===== src/rtl/simtop_uart_line_buffer.sv =====
// simtop_uart_line_buffer
// Collects characters from the SimTop UART output and hands them to the
// console printer one whole line at a time. A line is released on newline,
// when the buffer fills, on an explicit flush, or after an idle timeout.
// Characters arriving while the buffer is full are dropped and counted.
module simtop_uart_line_buffer #(
    parameter int DEPTH       = 16,
    parameter int IDLE_CYCLES = 1024
) (
    input  logic                     clock,
    input  logic                     reset,
    input  logic                     in_valid,
    input  logic [7:0]               in_ch,
    input  logic                     flush,
    output logic                     out_valid,
    output logic [7:0]               out_ch,
    output logic                     out_last,
    input  logic                     out_ready,
    output logic [$clog2(DEPTH):0]   occupancy,
    output logic [$clog2(DEPTH):0]   lines,
    output logic [15:0]              drop_count
);

    localparam int AW = $clog2(DEPTH);
    localparam int CW = AW + 1;
    localparam int TW = $clog2(IDLE_CYCLES + 1);

    localparam logic [CW-1:0] FULL_CNT = CW'(DEPTH);
    localparam logic [CW-1:0] ONE_CNT  = CW'(1);
    localparam logic [TW-1:0] IDLE_MAX = TW'(IDLE_CYCLES);

    localparam logic [0:0] ST_FILL  = 1'b0;
    localparam logic [0:0] ST_DRAIN = 1'b1;

    localparam logic [7:0] NEWLINE = 8'h0a;

    // Storage: {character, end-of-line flag}
    logic [8:0]    mem_q [DEPTH];

    logic [AW-1:0] wr_ptr_q, wr_ptr_d;
    logic [AW-1:0] rd_ptr_q, rd_ptr_d;
    logic [CW-1:0] occ_q, occ_d;
    logic [CW-1:0] lines_q, lines_d;
    logic [15:0]   drop_q, drop_d;
    logic [TW-1:0] timer_q, timer_d;
    logic [0:0]    state_q, state_d;
    logic          force_q, force_d;

    logic          full_s;
    logic          occ_nz_s;
    logic          push_s;
    logic          pop_s;
    logic          drop_s;
    logic          in_eol_s;
    logic          head_eol_s;
    logic [7:0]    head_ch_s;
    logic          timer_done_s;

    // Handshake and status decode from the registered counters
    always_comb begin
        full_s       = (occ_q == FULL_CNT);
        occ_nz_s     = (occ_q != {CW{1'b0}});
        in_eol_s     = (in_ch == NEWLINE);
        head_ch_s    = mem_q[rd_ptr_q][8:1];
        head_eol_s   = mem_q[rd_ptr_q][0];
        timer_done_s = (timer_q == IDLE_MAX);
        // A full buffer refuses the character even if a pop frees a slot this cycle
        push_s       = in_valid && !full_s;
        drop_s       = in_valid && full_s;
        out_valid    = (state_q == ST_DRAIN) && occ_nz_s;
        pop_s        = out_valid && out_ready;
    end

    // Head entry presented to the printer; forced to zero while empty so reset shows zeros
    always_comb begin
        if (occ_nz_s) begin
            out_ch   = head_ch_s;
            out_last = head_eol_s;
        end else begin
            out_ch   = 8'h00;
            out_last = 1'b0;
        end
    end

    // Next-state for pointers, counters, idle timer and drop counter
    always_comb begin
        wr_ptr_d = push_s ? (wr_ptr_q + AW'(1)) : wr_ptr_q;
        rd_ptr_d = pop_s  ? (rd_ptr_q + AW'(1)) : rd_ptr_q;

        case ({push_s, pop_s})
            2'b10:   occ_d = occ_q + ONE_CNT;
            2'b01:   occ_d = occ_q - ONE_CNT;
            default: occ_d = occ_q;
        endcase

        case ({push_s && in_eol_s, pop_s && head_eol_s})
            2'b10:   lines_d = lines_q + ONE_CNT;
            2'b01:   lines_d = lines_q - ONE_CNT;
            default: lines_d = lines_q;
        endcase

        if (drop_s && (drop_q != 16'hffff)) begin
            drop_d = drop_q + 16'd1;
        end else begin
            drop_d = drop_q;
        end

        // Timer only measures silence while a partial line sits in FILL
        if (push_s || !occ_nz_s) begin
            timer_d = {TW{1'b0}};
        end else if ((state_q == ST_FILL) && !timer_done_s) begin
            timer_d = timer_q + TW'(1);
        end else begin
            timer_d = timer_q;
        end
    end

    // FILL/DRAIN control; force keeps a full/timeout/flush drain running until empty
    always_comb begin
        state_d = state_q;
        force_d = force_q;
        case (state_q)
            ST_FILL: begin
                if (occ_nz_s && ((lines_q != {CW{1'b0}}) || full_s || flush || timer_done_s)) begin
                    state_d = ST_DRAIN;
                    force_d = full_s || flush || timer_done_s;
                end else begin
                    state_d = ST_FILL;
                    force_d = force_q;
                end
            end
            ST_DRAIN: begin
                if (pop_s && !push_s && (occ_q == ONE_CNT)) begin
                    state_d = ST_FILL;
                    force_d = 1'b0;
                end else if (pop_s && head_eol_s && (lines_d == {CW{1'b0}}) && !flush && !force_q) begin
                    state_d = ST_FILL;
                    force_d = 1'b0;
                end else begin
                    state_d = ST_DRAIN;
                    force_d = force_q;
                end
            end
            default: begin
                state_d = ST_FILL;
                force_d = 1'b0;
            end
        endcase
    end

    // Control and counter registers with synchronous active-low reset
    always_ff @(posedge clock) begin
        if (!reset) begin
            wr_ptr_q <= {AW{1'b0}};
            rd_ptr_q <= {AW{1'b0}};
            occ_q    <= {CW{1'b0}};
            lines_q  <= {CW{1'b0}};
            drop_q   <= 16'h0000;
            timer_q  <= {TW{1'b0}};
            state_q  <= ST_FILL;
            force_q  <= 1'b0;
        end else begin
            wr_ptr_q <= wr_ptr_d;
            rd_ptr_q <= rd_ptr_d;
            occ_q    <= occ_d;
            lines_q  <= lines_d;
            drop_q   <= drop_d;
            timer_q  <= timer_d;
            state_q  <= state_d;
            force_q  <= force_d;
        end
    end

    // Character storage; contents need no reset because occupancy gates the head
    always_ff @(posedge clock) begin
        if (push_s && reset) begin
            mem_q[wr_ptr_q] <= {in_ch, in_eol_s};
        end
    end

    assign occupancy  = occ_q;
    assign lines      = lines_q;
    assign drop_count = drop_q;

endmodule


===== config.mk =====
export PLATFORM = sky130hd
export DESIGN_NAME = simtop_uart_line_buffer
export DESIGN_NICKNAME = d
export VERILOG_FILES = /design/src/rtl/simtop_uart_line_buffer.sv
export SDC_FILE = /design/constraint.sdc
export NUM_CORES = 1
export LEC_CHECK = 0
export ABC_CLOCK_PERIOD_IN_PS = 7250
export CAP_MARGIN = 0
export CORE_MARGIN = 5
export CORE_UTILIZATION = 40
export CTS_CLUSTER_SIZE = 12
export DETAILED_ROUTE_END_ITERATION = 12
export DONT_BUFFER_PORTS = 1
export GPL_ROUTABILITY_DRIVEN = 0
export PLACE_DENSITY_LB_ADDON = 0.25
export SLEW_MARGIN = 20
export SYNTH_ARGS = -nofsm -noshare
export SYNTH_HDL_FRONTEND = slang
export SYNTH_SLANG_ARGS = --single-unit

===== constraint.sdc =====
create_clock -name clock -period 7.25 [get_ports clock]
set_input_delay 1.45 -clock clock [delete_from_list [all_inputs] [get_ports clock]]
set_output_delay 1.45 -clock clock [all_outputs]
set_load 0.005 [all_outputs]

-- Word level (Yosys, flattened, before mapping)
Memory sizes are Yosys's and may differ from the RTL's. A register that Yosys moved wholly into a read port is not among the register bits.
Cells that the tools add are included.
Widths: inputs -> output; s select.
- word-level logic and storage cells: 79
- bits in writable memories: 144
- memories: 1
- bits in latches: 0
- memory bits (read-only): 0
- output and inout port bits: 36
- input bits: 13
- register bits after elaboration: 47
- div/mod/pow operators: 0
- muxes and demuxes: 16
- magnitude comparators: 0
- add/sub/neg operators: 8
- equal/unequal tests: 11
- bitwise operators: 2
- multiply operators: 0
- shift-type cells: 0
- reduce and logical (&&, ||, !) cells: 33
- memories (name ; words ; bits a word ; read ports ; clocked after memory_dff ; write ports ; line ; source):
    mem_q ; 16 ; 9 ; 1 ; 1 ; 1 ; 38 ; logic [8:0] mem_q [DEPTH];
- operator list (kind ; count):
    $pmux 5 s2 ; 2
    $add 16x1->16 const B ; 1
    $ne 16x16->1 const B ; 1
    $logic_and 1x1->1 ; 15
    $add 11x1->11 const B ; 1
    $eq 11x11->1 const B ; 1
    $add 5x1->5 const B ; 2
    $reduce_bool 5->1 ; 2
    $sub 5x1->5 const B ; 2
    $mux 1 ; 9
    $add 4x1->4 const B ; 2
    $eq 8x4->1 const B ; 1
    $mux 4 ; 2
    $mux 8 ; 1
    $logic_not 1->1 ; 6
    $logic_or 1x1->1 ; 6
    $eq 5x1->1 const B ; 1
    $eq 5x5->1 const B ; 1
    $logic_not 5->1 ; 1
    $eq 2x1->1 const B ; 2
    $eq 2x2->1 const B ; 2
    $pmux 1 s2 ; 2
    $ne 3x1->1 const B ; 1
    $ne 2x1->1 const B ; 1
    4 further kinds ; 5

-- Logic depth before layout (Yosys ltp)
- depth in word-level cells: 13
- gate-level depth with buffers: 15
- mapped depth without buffers: 13

-- Least setup slack after synthesis
OpenSTA, ideal clock, no wires.
- path type: input-to-reg
- start: input port in_ch[5]
- end: register state_q
- cell stages on the path: 12
- setup time: 117 ps
- slack: 3020 ps
- buffers on the path: 1
- data arrival time: 4113 ps
- required time: 7133 ps
- cell sequence: or4_1 -> nor2_1 -> nand2_1 -> ha_1 -> clkbuf_1 -> xor2_1 -> ha_1 -> and3b_1 -> o21ai_0 -> a211o_1 -> nand4_1 -> o22a_1
- word-level cells in the longest chain between the ends: 11
- elaborated cells on any way between the ends: 12
- those cells by class: 3 x eq/ne; 4 x mux; 5 x reduce/logical
- ends and longest elaborated chain (element ; line ; source):
    from (decl) ; 13 ; input logic [7:0] in_ch,
    $eq 8x4->1 (*) ; 63 ; in_eol_s = (in_ch == NEWLINE);
    via in_eol_s ; 54 ; logic in_eol_s;
    $logic_and 1x1->1 (*) ; 96 ; case ({push_s && in_eol_s, pop_s && head_eol_s})
    $eq 2x1->1 / $eq 2x2->1 (equally long branches) ; 96 ;
    $pmux 5 s2 (*) ; 96 ;
    $logic_not 5->1 (*) ; 136 ; end else if (pop_s && head_eol_s && (lines_d == {CW{1'b0}}) && !flush && !force_q) begin
    $logic_and 1x1->1 (*) (3 in series) ; 136 ;
    $mux 1 (*) ; 136 ;
    $mux 1 (*) ; 133 ; if (pop_s && !push_s && (occ_q == ONE_CNT)) begin
    $pmux 1 s2 (*) ; 122 ; case (state_q)
    to (signal assigned) ; 169 ; state_q <= state_d;
    to (decl) ; 46 ; logic [0:0] state_q, state_d;
Mark *: on every way through the listed nets, which the timed path passes. The rest lies on a longest branch.
A chain may end at the register's enable or synchronous reset.

==> results.txt <==
Max clock buf depth: 2
HPWL Detailed: 10700 um
ys async rst share: 0
# hold bufs at CTS: 0
Achievable Freq: 0.244 GHz
fin util: 0.451
layout cell share with drive strength beyond 1: 0.168
Vias: 4578
most common cell in the netlist: edfxtp_1
TritonCTS Buffers: 17
Startpoint Class: flip-flop
Global Route met1 Usage: 0.186
Worst IR Drop VDD: 0.182 mV
Post-synth top cells: 144 x edfxtp_1, 55 x nor2_1, 51 x dfxtp_1
CTS tree: done
Slew headroom: 0.283
Top Ports: 49
nature of the critical path endpoint: primary output
CTS clock-pin slew for the worst setup and hold paths: 70 ps
largest net degree at the start of global routing: 37
Slew Limit Fails: 0
first-pass iteration count of the detailed router: 4
Yosys top cell area share: 0.525
Die H: 154 um
final setup skew: 9.56 ps
yosys synthesis warning count: 0
Root Driver: clkbuf_16
cell taking the most area after synthesis: edfxtp_1
ys flop type: edfxtp_1
TNS Setup: 0 ps
# diodes: 0
status: complete, no violations
#FFs+latches synth: 195
H-tree depth: 4
Core ar.: 20200 um^2
syn nets: 576
grt peak-use layer: met2
Slew @ Worst Pin: 1070 ps
Post-Synthesis Cells: 547
Arr. time, crit path: 2650 ps
max cap viols: 0
Data required, critical path: 5800 ps
# port buffers: 0
Post-CTS Setup Inserts: 0
std cell rows: 52
final wirelength: 16800 um
Finish-stage setup viols: 0
unrepaired setup endpoints after global routing: false
Final Cycle Share: 0.565
main area contributors after synthesis: edfxtp_1 52%, dfxtp_1 12%, mux4_2 11%
Final nets: 581
Avg Cell Area, Syn: 15.1 um^2
initial drt markers: 343
first-pass GRT wire length: 26600 um
Post-synth EDFFs: 144
Hold WC Path Type: reg2reg
die area: 23600 um^2
post-CTS sizing: 0
vias per inst: 5.48
Die X-Extent: 154 um
met2 global-route usage: 0.254
Layout area overhead: 10.6%
Leakage: 2.96 nW
Period minus WS final: 4100 ps
gr ovfl total: 0
Initial Utilization: 0.407
met3 Use GR: 0.0261
vias in the first global route: 4537
DR DRC count: 0
synthesized cell area: 8240 um^2
CTS Sinks: 195
library cells used by synthesis: 58
DR WL/cell: 20.2 um
Crit Path Max Fanout: 36
P per Cell Area: 246 nW/um^2
Global Route Usage Sum: 0.146
crit path kind: reg2out
initial antenna violation count: 0
register area share after synthesis: 0.649
Antenna Violating Nets Remaining: 0
Final Hold Viols: 0
Worst-Skew Late Latency: 430 ps
-- flip-flops by register name, summed over array words and instances, names as in the netlist, named ones only --
| register | count |
|---|---|
| force_q | 1 |
| wr_ptr_q | 4 |
| state_q | 1 |
| timer_q | 11 |
| lines | 5 |
| rd_ptr_q | 4 |
| occupancy | 5 |
| drop_count | 16 |
| mem_q | 144 |
-- routing by layer --
layer  wire length (um)  up-vias
met5                  0        -
met2               8880       87
met4                249        0
met3                562       19
li1                   -     2103
met1               7140     2369
-- final cells by class --
class | instances | area, um^2
Clock buffer | 19 | 433
Clock inverter | 13 | 135
Fill cell | 1760 | 11100
Inverter | 8 | 30.0
Multi-Input combinational cell | 319 | 2750
Sequential cell | 195 | 5350
Tap cell | 270 | 338
Timing Repair Buffer | 11 | 82.6
-- path summary, 6_finish.rpt --
kind / from / cells past startpoint / slack (ps) / to
setup / recovery: flip-flop / 4 / 3150 / out_ch[7]
hold / removal: force_q$_SDFFE_PN0P_ / 2 / 510 / force_q$_SDFFE_PN0P_
setup reg to reg: flip-flop / 12 / 3340 / state_q$_SDFF_PN0_
hold reg to reg: force_q$_SDFFE_PN0P_ / 2 / 510 / force_q$_SDFFE_PN0P_
-- power by group --
group | total (W) | internal [W] | switching [W] | leakage, nW
registers | 0.00122 | 0.00121 | 0.0000129 | 1.72
logic | 0.000116 | 0.0000509 | 0.0000650 | 0.959
clock network | 0.000904 | 0.000460 | 0.000444 | 0.280
total | 0.00224 | 0.00172 | 0.000522 | 2.96
-- critical path, stage by stage, from the launching register on --
cell	delay, ps
dfxtp_2	320
buf_4	530
mux4_2	610
mux4_2	510
nor2b_1	180
-- kinds of logic after synthesis --
group	count (synthesis)	synth area share
and+or+nand+nor	176	0.111
buffers and inverters	33	0.0200
adders and majority gates	16	0.0243
AOI/OAI and AO/OA	45	0.0358
muxes	53	0.129
xor gates and xnor gates	29	0.0308
DFF	195	0.649
-- layout by cell type (no fill, tap or decap), types with 5 or more instances in the layout --
cell	n
a21oi_1	10
clkbuf_16	17
o21ai_0	10
nand4_1	8
nor2b_1	14
xnor2_1	12
nand2_1	25
nand2b_1	9
nand3_1	16
dfxtp_1	50
buf_4	11
edfxtp_1	144
inv_1	7
or3_1	6
xor2_1	17
and3_1	10
nor2_1	50
nor2_2	5
mux4_2	42
ha_1	16
nor3_1	10
mux2i_1	8
-- through the flow --
| step | power (W) | instances | setup WS [ps] | instance area [um^2] | hold WS (ps) |
|---|---|---|---|---|---|
| detailed placement | 0.00136 | 803 | 3020 | 8540 | 497 |
| CTS | 0.00227 | 835 | 3080 | 9110 | 507 |
| global placement | 0.00136 | 803 | 3100 | 8540 | 463 |
| floorplan | 0.00133 | 547 | 3020 | 8240 | 447 |
| global route | 0.00232 | 835 | 3010 | 9120 | 546 |
| finish | 0.00224 | 835 | 3150 | 9120 | 511 |
Note: power is estimated with default switching activity, not from simulation.
